==> src/rtl/hilo_unit.sv <==
// HI/LO register stage: holds multiply/divide results in flight for a fixed latency,
// then commits them to HI/LO; also services move-to / move-from HI/LO.
module hilo_unit #(
  parameter int MUL_LAT = 4,
  parameter int DIV_LAT = 32
) (
  input  logic        clk,
  input  logic        rst_n,
  input  logic        op_valid,
  input  logic [2:0]  op,
  input  logic [31:0] alu_res1,
  input  logic [31:0] alu_res2,
  input  logic [31:0] rs_data,
  input  logic        flush,
  output logic        stall,
  output logic        busy,
  output logic        rd_valid,
  output logic [31:0] rd_data,
  output logic [31:0] hi,
  output logic [31:0] lo
);

  localparam int MAX_LAT = (MUL_LAT > DIV_LAT) ? MUL_LAT : DIV_LAT;
  localparam int CW      = $clog2(MAX_LAT) + 1;
  localparam logic [CW-1:0] MUL_CNT = CW'(MUL_LAT - 1);
  localparam logic [CW-1:0] DIV_CNT = CW'(DIV_LAT - 1);

  localparam logic [2:0] OP_MUL  = 3'd0;
  localparam logic [2:0] OP_DIV  = 3'd1;
  localparam logic [2:0] OP_MTHI = 3'd2;
  localparam logic [2:0] OP_MTLO = 3'd3;
  localparam logic [2:0] OP_MFHI = 3'd4;
  localparam logic [2:0] OP_MFLO = 3'd5;

  typedef enum logic {IDLE, BUSY} state_t;

  state_t        state_reg, state_next;
  logic [CW-1:0] count_reg, count_next;
  logic [31:0]   pend_hi_reg, pend_hi_next;
  logic [31:0]   pend_lo_reg, pend_lo_next;
  logic [31:0]   hi_reg, hi_next;
  logic [31:0]   lo_reg, lo_next;
  logic          rd_valid_reg, rd_valid_next;
  logic [31:0]   rd_data_reg, rd_data_next;

  logic hilo_op;
  logic accept;

  // Ops 6/7 are no-ops: they never stall and never act.
  assign hilo_op = op_valid && (op <= OP_MFLO);
  assign busy    = (state_reg == BUSY);
  assign stall   = hilo_op && busy && !flush;
  assign accept  = hilo_op && !busy && !flush;

  always_ff @(posedge clk or negedge rst_n) begin
    if (!rst_n) begin
      state_reg    <= IDLE;
      count_reg    <= '0;
      pend_hi_reg  <= '0;
      pend_lo_reg  <= '0;
      hi_reg       <= '0;
      lo_reg       <= '0;
      rd_valid_reg <= 1'b0;
      rd_data_reg  <= '0;
    end else begin
      state_reg    <= state_next;
      count_reg    <= count_next;
      pend_hi_reg  <= pend_hi_next;
      pend_lo_reg  <= pend_lo_next;
      hi_reg       <= hi_next;
      lo_reg       <= lo_next;
      rd_valid_reg <= rd_valid_next;
      rd_data_reg  <= rd_data_next;
    end
  end

  always_comb begin
    state_next    = state_reg;
    count_next    = count_reg;
    pend_hi_next  = pend_hi_reg;
    pend_lo_next  = pend_lo_reg;
    hi_next       = hi_reg;
    lo_next       = lo_reg;
    rd_valid_next = 1'b0;
    rd_data_next  = rd_data_reg;

    if (flush) begin
      // Kill wins over a same-cycle commit: HI/LO keep their old values.
      state_next   = IDLE;
      count_next   = '0;
      pend_hi_next = '0;
      pend_lo_next = '0;
    end else if (state_reg == BUSY) begin
      if (count_reg == '0) begin
        hi_next    = pend_hi_reg;
        lo_next    = pend_lo_reg;
        state_next = IDLE;
      end else begin
        count_next = count_reg - 1'b1;
      end
    end else if (accept) begin
      case (op)
        OP_MUL, OP_DIV: begin
          pend_lo_next = alu_res1;
          pend_hi_next = alu_res2;
          count_next   = (op == OP_MUL) ? MUL_CNT : DIV_CNT;
          state_next   = BUSY;
        end
        OP_MTHI: hi_next = rs_data;
        OP_MTLO: lo_next = rs_data;
        OP_MFHI: begin
          rd_valid_next = 1'b1;
          rd_data_next  = hi_reg;
        end
        OP_MFLO: begin
          rd_valid_next = 1'b1;
          rd_data_next  = lo_reg;
        end
        default: ;
      endcase
    end
  end

  assign hi       = hi_reg;
  assign lo       = lo_reg;
  assign rd_valid = rd_valid_reg;
  assign rd_data  = rd_data_reg;

endmodule
==> config.mk <==
export PLATFORM = sky130hd
export DESIGN_NAME = hilo_unit
export DESIGN_NICKNAME = d
export VERILOG_FILES = /design/src/rtl/hilo_unit.sv
export SDC_FILE = /design/constraint.sdc
export NUM_CORES = 1
export LEC_CHECK = 0
export CAP_MARGIN = 40
export CORE_MARGIN = 2
export CORE_UTILIZATION = 53
export DETAILED_ROUTE_END_ITERATION = 12
export GPL_ROUTABILITY_DRIVEN = 1
export HOLD_SLACK_MARGIN = 0.12
export PLACE_DENSITY = 0.83
export SYNTH_ARGS = -nofsm -noshare
export SYNTH_HDL_FRONTEND = slang
export SYNTH_SLANG_ARGS = --single-unit
==> constraint.sdc <==
create_clock -name clk -period 4.2 [get_ports clk]
set_input_delay 1.05 -clock clk [delete_from_list [all_inputs] [get_ports clk]]
set_output_delay 1.05 -clock clk [all_outputs]
set_load 0.01 [all_outputs]
==> results by group <==
Synth
  – YS warnings: 0
  – Syn_nets: 878
  – Register bit total from synthesis: 168
  – Seq/Total Area, Yosys: 54.02%
  – Post-synth cell types: 39
  – Post-Synthesis Cells: 774
  – Synthesized area per cell: 10.05 um^2
  – Mapped Area: 7782 um^2

STA
  – Fin crit share: 84.38%
  – Slew margin rel.: 52.69%
  – Hold slack final: 0.4122 ns
  – Max-slew violations: 0
  – Setup TNS: 0 ns
  – Post-route clock skew: 0.007833 ns
  – Fmax: 282.2 MHz
  – Unrepaired setup endpoints after global routing: no
  – # setup viols final: 0
  – Fin. Hold Viols: 0
  – Fin crit period: 3.544 ns
  – Worst-Margin Slew: 0.7097 ns

Worst setup path
  – Reg2Reg Depth: 6
  – Crit path largest cell delay: 0.58 ns
  – CP Cell Sequence: clkdlybuf4s50_1, nand2_1, a211oi_1, clkdlybuf4s50_1
  – CP delay by family, top: buffers and inverters
  – CP Class: in2out
  – Worst path depth: 4
  – WP buf/inv: 2
  – Data required, critical path: 3.15 ns
  – Worst-path maximum fanout: 6
  – CP most frequent cell: clkdlybuf4s50_1
  – CP Capture Type: output port
  – Arr. time, crit path: 2.49 ns
  – Slowest CP cell: clkdlybuf4s50_1
  – Critical Path Start Type: input port

Min path
  – Hold crit path type: in2async

Detailed routing
  – 1st-iter DRT viols: 373
  – Total number of vias: 6098
  – Post-Route WL: 19520 um
  – Via-per-instance ratio: 5.289
  – DR DRC count: 0
  – Antenna Violating Nets Remaining: 0
  – Detailed-route wire length per cell: 16.93 um
  – DR pass1 iterations: 5

Clocking
  – Post-CTS Resized: 0
  – TritonCTS Sinks: 168
  – H-tree lvl count: 4
  – Clk buf depth: 2
  – Worst-skew pair later-pin latency: 0.43 ns
  – Setup bufs post-CTS: 0
  – Clk slew on worst S/H paths: 0.06 ns
  – Post-CTS Hold Buffers: 0
  – CTS Buf Count: 17
  – CTS tree: done
  – CTS Root Cell: clkbuf_16

Global routing
  – Largest net degree at the start of global routing: 93
  – GRT Overall Usage: 25.36%
  – Initial antenna violation count: 0
  – Total grt overflow: 0
  – First-pass GRT wire length: 31610 um
  – Number of global-route vias before repair: 6152

Final layout
  – Net count, final: 1060
  – Area delta synth->final: 34.97%
  – Layout cells sized above 1: 12.90%
  – Fill cell count: 1041
  – N_diodes: 0
  – Final non-filler cell total: 1153
  – Most frequent cells in the layout: nand2_1 (257), clkdlybuf4s50_1 (199), dfrtp_1 (167), a21oi_1 (101), nor2_1 (36)
  – Commonest non-fill, non-tap cell in the layout: nand2_1

Floorplan
  – Full die area: 15670 um^2
  – Initial Util: 53.96%
  – Height of the chip: 125.2 um
  – I/O pin count: 202
  – Die width: 125.2 um
  – Core area: 14420 um^2
  – FP Rows: 44

Run status
  – Status: complete, no violations

Placed design
  – GP Congestion: 0.8075
  – DP HPWL: 12850 um
  – # placed instances: 1121
  – Port bufs: 201

Flow run
  – Max Cap Violations: 0

Power
  – Lkg Pwr: 4.673 nW
  – PD cells: 513.2 nW/um^2
  – Maximum vdd drop: 0.3179 mV
  – Tot Pwr: 5.390 mW
## logic make-up (layout without fill, tap and decap cells)
logic type | after synthesis | after routing | synth area share (%)
simple gates | 342 | 342 | 18.65
flops | 168 | 168 | 54.02
compound gates | 109 | 109 | 7.605
mux | 98 | 98 | 15.21
buf+inv | 53 | 248 | 4.019
xor+xnor | 3 | 3 | 0.3377
fa+ha+maj | 1 | 1 | 0.1607
## area by class of cell
class	count	area [um^2]	area share [%]
clock inverters	11	145.1	1.382
multi-input cells	553	3282	31.24
flip-flops and latches	168	4208	40.06
inverters	2	7.507	0.07147
clock buffers	21	480.5	4.574
well taps	184	230.2	2.192
repair buffers	214	2151	20.48
## synth_stat cells, drive strengths merged
master / n / area [um^2]
nand2: 258 / 970.9
dfrtp: 168 / 4204
a21oi: 103 / 538.0
mux2: 66 / 863.3
nor2: 38 / 145.1
mux2i: 32 / 320.3
nand2b: 32 / 200.2
buf: 31 / 230.2
clkbuf: 20 / 75.07
inv: 2 / 7.510
nand3: 2 / 22.52
nand4: 2 / 12.51
nor3: 2 / 10.01
nor3b: 2 / 26.28
xnor2: 2 / 17.52
a211oi: 1 / 7.510
a221oi: 1 / 8.760
ha: 1 / 12.51
nand3b: 1 / 7.510
nand4b: 1 / 8.760
nand4bb: 1 / 11.26
nor4b: 1 / 15.01
o211a: 1 / 10.01
o21a: 1 / 7.510
o21bai: 1 / 7.510
o31ai: 1 / 12.51
or3b: 1 / 11.26
or4b: 1 / 10.01
xor2: 1 / 8.760
## path summary, 6_finish.rpt
kind / startpoint / endpoint / slack [ns]
worst min-delay path: rst_n / pend_hi_reg[23] / 0.41
worst min register to register: pend_hi_reg[17] / pend_hi_reg[17] / 0.52
worst max register to register: busy / lo[31] / 1.56
max in group asynchronous: rst_n / pend_hi_reg[5] / 2.85
min in group clk: pend_hi_reg[17] / pend_hi_reg[17] / 0.52
worst max-delay path: op_valid / stall / 0.66
## power by group
part	internal, mW	switching [mW]	leakage (nW)
combinational	0.947	0.599	2.28
clock	0.996	0.631	0.301
sequential	1.95	0.265	2.09
## layer usage
layer	GRT usage [%]	vias up	routed length, um
met5	0	-	0
met4	9.739	0	494
met3	4.279	34	838
met2	42.10	189	9637
met1	33.66	2962	8551
li1	-	2913	-
## through the flow
stage	cell area (um^2)	worst slack, ns	util, %
after floorplan	7782	1.425	-
after global placement	9831	0.6721	68.16
after detailed placement	9878	0.6808	68.49
after CTS	10500	0.6570	72.82
after global routing	10500	0.5752	72.82
final	10500	0.6561	72.82
Note: power is estimated with default switching activity, not from simulation.
